## config.mk

```make
export PLATFORM = sky130hd
export DESIGN_NAME = alimentador_promedio
export DESIGN_NICKNAME = d
export VERILOG_FILES = /design/src/rtl/alimentador_promedio.sv
export SDC_FILE = /design/constraint.sdc
export NUM_CORES = 1
export LEC_CHECK = 0
export ABC_AREA = 1
export BUFFER_PORTS_ARGS = -buffer_cell sky130_fd_sc_hd__buf_2
export CAP_MARGIN = 0
export CELL_PAD_IN_SITES_DETAIL_PLACEMENT = 0
export CELL_PAD_IN_SITES_GLOBAL_PLACEMENT = 1
export CORE_MARGIN = 2
export CORE_UTILIZATION = 37
export CTS_BUF_LIST = sky130_fd_sc_hd__clkbuf_4 sky130_fd_sc_hd__clkbuf_8
export DETAILED_ROUTE_END_ITERATION = 8
export PLACE_DENSITY = 0.67
export SYNTH_ARGS = -nofsm -noshare
export SYNTH_HDL_FRONTEND = slang
export SYNTH_SLANG_ARGS = --single-unit
```

## constraint.sdc

```tcl
create_clock -name clk -period 2.28 [get_ports clk]
set_input_delay 0.342 -clock clk [delete_from_list [all_inputs] [get_ports clk]]
set_output_delay 0.342 -clock clk [all_outputs]
set_load 0.01 [all_outputs]
```

## src/rtl/alimentador_promedio.sv

```systemverilog
// Feeder for the windowed averager: buffers raw samples in a small FIFO and
// emits one clear strobe, 14 data strobes and one finalize strobe per window.
module alimentador_promedio #(
    parameter int N     = 4,
    parameter int DEPTH = 4,
    parameter int HOLD  = 2
) (
    input  logic                         clk,
    input  logic                         reset,
    input  logic                         habilitar,
    input  logic [N-1:0]                 samp_in,
    input  logic                         samp_valid,
    output logic                         samp_ready,
    output logic                         en_out,
    output logic [N-1:0]                 dato_out,
    output logic                         resultado_valido,
    output logic                         ventana_fin,
    output logic [$clog2(DEPTH+1)-1:0]   nivel
);

    localparam int PW    = (DEPTH > 1) ? $clog2(DEPTH) : 1;
    localparam int LW    = $clog2(DEPTH + 1);
    localparam int HW    = $clog2(HOLD + 1);
    localparam int DATOS = 14;

    localparam logic [LW-1:0] LLENO     = LW'(DEPTH);
    localparam logic [3:0]    ULTIMO    = 4'(DATOS);
    localparam logic [HW-1:0] HOLD_INI  = HW'(HOLD);
    localparam logic [HW-1:0] HOLD_FIN  = HW'(1);

    typedef enum logic [2:0] {
        IDLE,
        CLR,
        DATA,
        FIN,
        ESPERA
    } estado_t;

    estado_t estado, estado_sig;

    logic [N-1:0]  mem [DEPTH];
    logic [PW-1:0] wr_ptr, rd_ptr;
    logic [3:0]    cuenta;
    logic [HW-1:0] espera_cnt;
    logic          push, pop;
    logic          en_d, vf_d, rv_d;
    logic [N-1:0]  dato_d;

    // Readiness comes from current occupancy only, so a full FIFO never
    // accepts even on a cycle where it also pops.
    assign samp_ready = (nivel != LLENO);
    assign push       = samp_valid && samp_ready;

    always_ff @(posedge clk or negedge reset) begin
        if (!reset) begin
            estado           <= IDLE;
            en_out           <= 1'b0;
            dato_out         <= '0;
            resultado_valido <= 1'b0;
            ventana_fin      <= 1'b0;
        end else begin
            estado           <= estado_sig;
            en_out           <= en_d;
            dato_out         <= dato_d;
            resultado_valido <= rv_d;
            ventana_fin      <= vf_d;
        end
    end

    always_ff @(posedge clk or negedge reset) begin
        if (!reset) begin
            wr_ptr     <= '0;
            rd_ptr     <= '0;
            nivel      <= '0;
            cuenta     <= '0;
            espera_cnt <= '0;
        end else begin
            if (push) begin
                wr_ptr <= wr_ptr + 1'b1;
            end
            if (pop) begin
                rd_ptr <= rd_ptr + 1'b1;
            end
            case ({push, pop})
                2'b10:   nivel <= nivel + 1'b1;
                2'b01:   nivel <= nivel - 1'b1;
                default: nivel <= nivel;
            endcase

            if (estado == CLR) begin
                cuenta <= '0;
            end else if (pop) begin
                cuenta <= cuenta + 1'b1;
            end

            if (estado == FIN) begin
                espera_cnt <= HOLD_INI;
            end else if (estado == ESPERA && espera_cnt != '0) begin
                espera_cnt <= espera_cnt - 1'b1;
            end
        end
    end

    always_ff @(posedge clk) begin
        if (push) begin
            mem[wr_ptr] <= samp_in;
        end
    end

    // DATA stays put until the counter shows 14 emitted pops; the following
    // edge always goes to FIN, independent of FIFO occupancy.
    always_comb begin
        estado_sig = estado;
        pop        = 1'b0;
        case (estado)
            IDLE: begin
                if (habilitar) begin
                    estado_sig = CLR;
                end
            end
            CLR: begin
                estado_sig = DATA;
            end
            DATA: begin
                if (cuenta == ULTIMO) begin
                    estado_sig = FIN;
                end else if (nivel != '0) begin
                    pop = 1'b1;
                end
            end
            FIN: begin
                estado_sig = ESPERA;
            end
            ESPERA: begin
                if (espera_cnt == HOLD_FIN) begin
                    estado_sig = habilitar ? CLR : IDLE;
                end
            end
            default: begin
                estado_sig = IDLE;
            end
        endcase
    end

    // Registered outputs describe the state being entered on this edge.
    always_comb begin
        en_d   = (estado_sig == CLR) || (estado_sig == FIN) || pop;
        dato_d = pop ? mem[rd_ptr] : '0;
        vf_d   = (estado_sig == FIN);
        rv_d   = (estado_sig == ESPERA);
    end

endmodule

```

==> results by group, run 1 <==
Status
  – Status: complete, no violations

Placed design
  – Placed instance count: 247
  – Dpl cell area: 0.00195 mm2
  – DP HPWL: 2230 um
  – PortBufs: 18
  – Routability Congestion: 0.788

Timing
  – Fin. max-slew vios: 0
  – # setup viols final: 0
  – Final period utilization: 88.8%
  – RSZ-0062 raised after global routing: no
  – Worst hold slack: 0.0228 ns
  – Top achievable clock speed: roughly 490 MHz
  – Worst rel slew slack: 65.4%
  – Setup tns final: 0 ns
  – Hold Fails Final Rpt: 0
  – Tightest Pin Transition: 0.519 ns
  – Crit path time final: 2.02 ns
  – Setup Skew: around 0.0053 ns

Route
  – Per-cell routed wire length: 11.7 um
  – Pre-antenna DRT Iters: 4
  – DRT antenna net count: 0
  – DRC: 0
  – 1st-iter DRT viols: 37
  – Total wire length: 3000 um
  – Avg Vias per Cell: ~4.6
  – Routed vias: ~1200

Worst setup path
  – Reg-to-reg slack, setup: 0.26 ns
  – Reg2Reg Capture Point: nivel[2]$_DFFE_PN0P_
  – Worst reg2reg path startpoint: cuenta[0]$_DFFE_PN0P_
  – Worst Path Class, Setup: reg -> reg
  – CP startpoint kind: flip-flop
  – Critical Path Sink Type: flip-flop
  – Crit path required time: 2.49 ns
  – Max FO, Critical Path: 5
  – Worst reg-to-reg path cell count: 12
  – Critical Path AT: 2.24 ns

Global route
  – Largest net degree at the start of global routing: 24
  – Gr usage total: 12.8%
  – First-pass GRT wire length: between 5000 and 6000 um
  – Initial antenna violation count: 0
  – Remaining global-route overflow: 0
  – Vias in the first global route: between 1000 and 1500

Flow run
  – Max-Cap Viols: 0

Clock tree
  – H-tree Lvls: 2
  – Clk sinks: 39
  – Max Root-Sink Buffers: 2
  – Setup Fix Bufs, Post-CTS: 0
  – Hold_buf cts: 0
  – Clock transition at the registers of the reported paths: 0.08 ns
  – Root Buffer: clkbuf_8
  – Clock Latency Late Sink: 0.29 ns
  – TritonCTS Buffers: 5
  – TritonCTS clock tree: built
  – Post_cts resized: 0

Power
  – Combinational share of power: 36.6%
  – PwrDens: roughly 1300 mW/mm2
  – Internal: 1.68 mW
  – Sequential share of power: 42.6%
  – Peak supply drop: around 0.63 mV
  – Switching share of power: 38.2%
  – Static leakage: between 1 and 1.5 nW
  – Clock power frac: 20.8%
  – Psw: 1.04 mW
  – Final Power: 2.72 mW

Synth
  – Synth top cells by count: 31 x nand2_1, 26 x nor2_1, 23 x dfrtp_1, 22 x inv_1, 16 x edfxtp_1
  – Count leader, synth: nand2_1
  – Synth Flop Type: dfrtp_1
  – Cells after Synth: 176
  – FFs w/ async S/R, synth: 59.0%
  – Synth Cell Area: about 0.0018 mm2
  – Avg Cell Area, Syn: approximately 10 um2
  – Top cells by area in the synthesized netlist: dfrtp_1 32%, edfxtp_1 27%, nand2_1 6.5%
  – Seq cells post-synth: 39
  – Post-synth net total: 194
  – Post-synth top area cell: dfrtp_1
  – Yosys warning total: 0
  – Post-synthesis sequential area ratio: just under 60%
  – Synth top area share: between 30% and 40%
  – Count of unique library cells instantiated by Yosys: 24
  – Post-synth EDFFs: 16

Die
  – IO Count: 19
  – CORE AREA: 0.00469 mm2
  – Initial Utilization: 38.2%
  – Die Y: 73.6 um
  – Row cnt: 25
  – Die Area: around 0.0054 mm2
  – Chip width: approximately 74 um

Finish
  – Design Area, Final: slightly above 0.002 mm2
  – # diodes: 0
  – Layout cells sized above 1: 20.9%
  – Fin nets: 218
  – Layout Area Growth over Synthesis: 14.9%
  – Finished Layout Cells: between 200 and 300

Hold path
  – Hold Crit Class: in -> async
## final cells by class
cell class	instances	area, um2
Tap cell	54	67.6
Timing Repair Buffer	19	97.6
Multi-Input combinational cell	110	634
Clock buffer	5	68.8
Clock inverter	3	43.8
Sequential cell	39	1060
Fill cell	454	2630
Inverter	25	93.8
## cell families (layout without fill, tap and decap cells)
kind of cell,after synthesis,count (layout),synth area share [%]
flip-flops,39,39,58.9
buffers and inverters,27,52,5.79
XOR/XNOR,5,5,2.44
adder cells (fa/ha/maj),10,10,7.39
AO/OA/AOI/OAI,17,17,5.02
AND/OR/NAND/NOR,78,78,20.5
## placed cells by master, fill, tap and decap left out, drive strengths merged
master   n
buf     19
xnor2    2
o21ai   13
nor3     1
o211ai   2
a21oi    2
fa       1
nand2   35
nand3   11
nand4    1
bufinv   1
clkinv   2
edfxtp  16
xor2     3
ha       9
inv     25
dfrtp   23
nor2    29
clkbuf   5
or2      1
## through the flow
| step | util [%] | setup slack (ns) |
|---|---|---|
| 2_1_floorplan | - | 0.306 |
| 3_3_place_gp | 41.5 | 0.363 |
| 3_5_place_dp | 41.5 | 0.284 |
| 4_1_cts | 43.9 | 0.252 |
| 5_1_grt | 43.9 | 0.133 |
| 6_report | 43.9 | 0.256 |
## sequential cells by signal, indices dropped and copies added, names as in the netlist
| signal | count |
|---|---|
| cuenta | 4 |
| estado | 3 |
| resultado_valido | 1 |
| nivel | 3 |
| en_out | 1 |
| wr_ptr | 2 |
| dato_out | 4 |
| mem | 16 |
| espera_cnt | 2 |
| rd_ptr | 2 |
| ventana_fin | 1 |
## metal layers
| layer | up-vias | track usage [%] | wire (um) | share of wire (%) |
|---|---|---|---|---|
| li1 | 607 | - | - | - |
| met1 | 525 | 15.9 | 1420 | 48 |
| met2 | 29 | 19.5 | 1360 | 45 |
| met3 | 8 | 5.08 | 148 | 4.9 |
| met4 | 0 | 5.86 | 61 | 2.0 |
| met5 | - | 0 | 0 | 0 |
## critical path: stages (launching register included)
cell	delay, ns
dfrtp_1	0.41
inv_1	0.08
ha_1	0.21
nand3_2	0.12
nand2_2	0.08
nor2_4	0.09
ha_1	0.14
inv_1	0.06
fa_1	0.39
nor2_1	0.11
nor2_1	0.05
nand2_1	0.07
xor2_1	0.14
## worst max-delay path by stage
stage               slack (ns)                   end                   from  cells past startpoint
floorplan                 0.31  nivel[2]$_DFFE_PN0P_  cuenta[0]$_DFFE_PN0P_                     12
global placement          0.36  nivel[2]$_DFFE_PN0P_  cuenta[0]$_DFFE_PN0P_                     12
detailed placement        0.28  nivel[2]$_DFFE_PN0P_  cuenta[0]$_DFFE_PN0P_                     12
CTS                       0.25  nivel[2]$_DFFE_PN0P_  cuenta[0]$_DFFE_PN0P_                     12
global route              0.13  nivel[2]$_DFFE_PN0P_  cuenta[0]$_DFFE_PN0P_                     12
finish                    0.26  nivel[2]$_DFFE_PN0P_  cuenta[0]$_DFFE_PN0P_                     12
## power groups by stage
stage          logic [mW]  clock network, mW  registers, mW
3_3_place_gp        0.965                  0           1.16
5_1_grt              1.15              0.623           1.19
6_report            0.996              0.565           1.16
4_1_cts              1.01              0.588           1.16
2_1_floorplan       0.755                  0           1.14
3_5_place_dp         1.01                  0           1.17
(Power assumes the default switching activity.)
==> run 2, diff against run 1 <==
Settings changed: GPL_TIMING_DRIVEN set to 0.
==> run 2 against run 1 <==
Compared with the run above:
- critical path depth is 1 lower
- maximum frequency is 1.2% lower
- combinational power up 8%
- routed wire length down 2.8%
- sequential share of layout area decreased by 0.64 points
- design area up 1.3%
- via count is 1.6% higher
- sequential power decreased by 4%
- non-clock buffer count grew 4
- hold slack got worse by 0.0013 ns
==> results by group, run 2 (same netlist as run 1, synthesis figures left out) <==
Die
  – Row cnt: 25
  – Die Area: 0.00542 mm2
  – Initial Utilization: between 30% and 40%
  – CORE AREA: about 0.0047 mm2
  – Chip width: 73.6 um
  – IO Count: 19
  – Die Y: around 74 um

Global route
  – Remaining global-route overflow: 0
  – Initial antenna violation count: 0
  – Gr usage total: 12.7%
  – Vias in the first global route: 1136
  – First-pass GRT wire length: between 5000 and 6000 um
  – Largest net degree at the start of global routing: 24

Finish
  – Layout cells sized above 1: between 20 and 25%
  – Commonest non-fill, non-tap cell in the layout: nand2_1
  – Most frequent cells in the layout: 31 x nand2_1, 26 x nor2_1, 23 x dfrtp_1, 22 x inv_1, 20 x buf_2
  – Filler Cells Inserted: 448
  – Biggest regs: mem (16), cuenta (4), dato_out (4)
  – # diodes: 0
  – Design Area, Final: ~0.0021 mm2
  – Finished Layout Cells: 259
  – Fin nets: between 200 and 250
  – Layout Area Growth over Synthesis: 16.4%
  – Max FFs per register: 16
  – Largest Register: mem

Worst setup path
  – CP startpoint kind: flip-flop
  – Critical Path AT: 2.25 ns
  – Crit path required time: approximately 2.5 ns
  – Slowest stage cell, crit path: dfrtp_1
  – Worst Path Class, Setup: reg -> reg
  – Max FO, Critical Path: 5
  – Critical Path Sink Type: flip-flop
  – Crit-path cells: ha_1, nand3_2, nand2_2, nor2_4, ha_1, inv_1, fa_1, nor2_1, nor2_1, nand2_1, xor2_1
  – Max stage delay on crit path: 0.43 ns

Timing
  – Hold Fails Final Rpt: 0
  – Crit path time final: a little over 2 ns
  – Top achievable clock speed: between 400 and 500 MHz
  – Worst hold slack: 0.0215 ns
  – RSZ-0062 raised after global routing: no
  – Final period utilization: between 80 and 90%
  – Setup tns final: 0 ns
  – Tightest Pin Transition: 0.521 ns
  – Fin. max-slew vios: 0
  – Setup Skew: roughly 0.0095 ns
  – Worst rel slew slack: 65.3%
  – # setup viols final: 0

Clock tree
  – Root Buffer: clkbuf_8
  – TritonCTS Buffers: 5
  – Post_cts resized: 0
  – Clock transition at the registers of the reported paths: 0.08 ns
  – Max Root-Sink Buffers: 2
  – H-tree Lvls: 2
  – TritonCTS clock tree: built
  – Setup Fix Bufs, Post-CTS: 0
  – Clk sinks: 39
  – Hold_buf cts: 0
  – Clock Latency Late Sink: around 0.29 ns

Power
  – Psw: approximately 1.0 mW
  – Final Power: 2.76 mW
  – Combinational share of power: 39.2%
  – Sequential share of power: 40.1%
  – Internal: between 1.5 and 2 mW
  – Static leakage: 1.03 nW
  – Switching share of power: 37.5%
  – PwrDens: 1320 mW/mm2
  – Clock power frac: around a fifth
  – Peak supply drop: 0.715 mV

Route
  – DRT antenna net count: 0
  – Total wire length: 2910 um
  – 1st-iter DRT viols: 19
  – Routed vias: 1188
  – Avg Vias per Cell: 4.59
  – Pre-antenna DRT Iters: 6
  – DRC: 0
  – Per-cell routed wire length: 11.2 um

Placed design
  – Placed instance count: 248
  – DP HPWL: 2140 um
  – Routability Congestion: 0.787
  – PortBufs: 18
  – Dpl cell area: 0.00195 mm2

Status
  – Status: complete, no violations

Flow run
  – Max-Cap Viols: 0

Hold path
  – Hold Crit Class: in -> async
-- run 2: worst max-delay path: cells and delay by family (launching register included) --
family	cells	cell delay, ns
XOR/XNOR	1	0.15
adder cells (fa/ha/maj)	3	0.76
flip-flops	1	0.43
AND/OR/NAND/NOR	6	0.58
buffers and inverters	1	0.07
-- run 2: final timing paths --
kind | start | end | slack (ns) | cells past startpoint
min reg2reg | espera_cnt[1]$_DFFE_PN0P_ | espera_cnt[1]$_DFFE_PN0P_ | 0.53 | 2
min in group clk | samp_in[2] | mem[2][2]$_DFFE_PP_ | 0.26 | 1
max in group asynchronous | reset | nivel[1]$_DFFE_PN0P_ | 1.90 | 1
max | cuenta[1]$_DFFE_PN0P_ | nivel[2]$_DFFE_PN0P_ | 0.23 | 11
max reg2reg | cuenta[1]$_DFFE_PN0P_ | nivel[2]$_DFFE_PN0P_ | 0.23 | 11
min | reset | wr_ptr[1]$_DFFE_PN0P_ | 0.02 | 1
-- run 2: cell type report --
| cell class | count | area (um2) | share of cell area, % |
|---|---|---|---|
| flip-flops and latches | 39 | 1060 | 50.6 |
| plain buffers | 2 | 10.0 | 0.479 |
| multi-input cells | 110 | 634 | 30.4 |
| well taps | 54 | 67.6 | 3.24 |
| clock inverters | 2 | 37.5 | 1.80 |
| inverters | 25 | 93.8 | 4.49 |
| clock buffers | 6 | 76.3 | 3.65 |
| repair buffers | 21 | 113 | 5.39 |
-- run 2: power groups by stage --
stage | clock [mW] | sequential [mW] | combinational, mW
3_3_place_gp | 0 | 1.11 | 1.02
6_report | 0.571 | 1.11 | 1.08
2_1_floorplan | 0 | 1.14 | 0.755
4_1_cts | 0.588 | 1.11 | 1.06
3_5_place_dp | 0 | 1.12 | 1.06
5_1_grt | 0.609 | 1.13 | 1.25
-- run 2: layer usage --
metal,track usage [%],vias up,wire length [um]
li1,-,613,-
met1,15.8,546,1400
met2,19.8,23,1320
met3,4.39,6,138
met4,5.45,0,53
met5,0,-,0
-- run 2: stage by stage --
step                      utilization [%]  setup slack, ns
after detailed placement             41.6           0.0952
after floorplan                         -            0.306
final                                44.5            0.232
after global routing                 44.5           0.0430
after global placement               41.6            0.112
after CTS                            44.0           0.0437
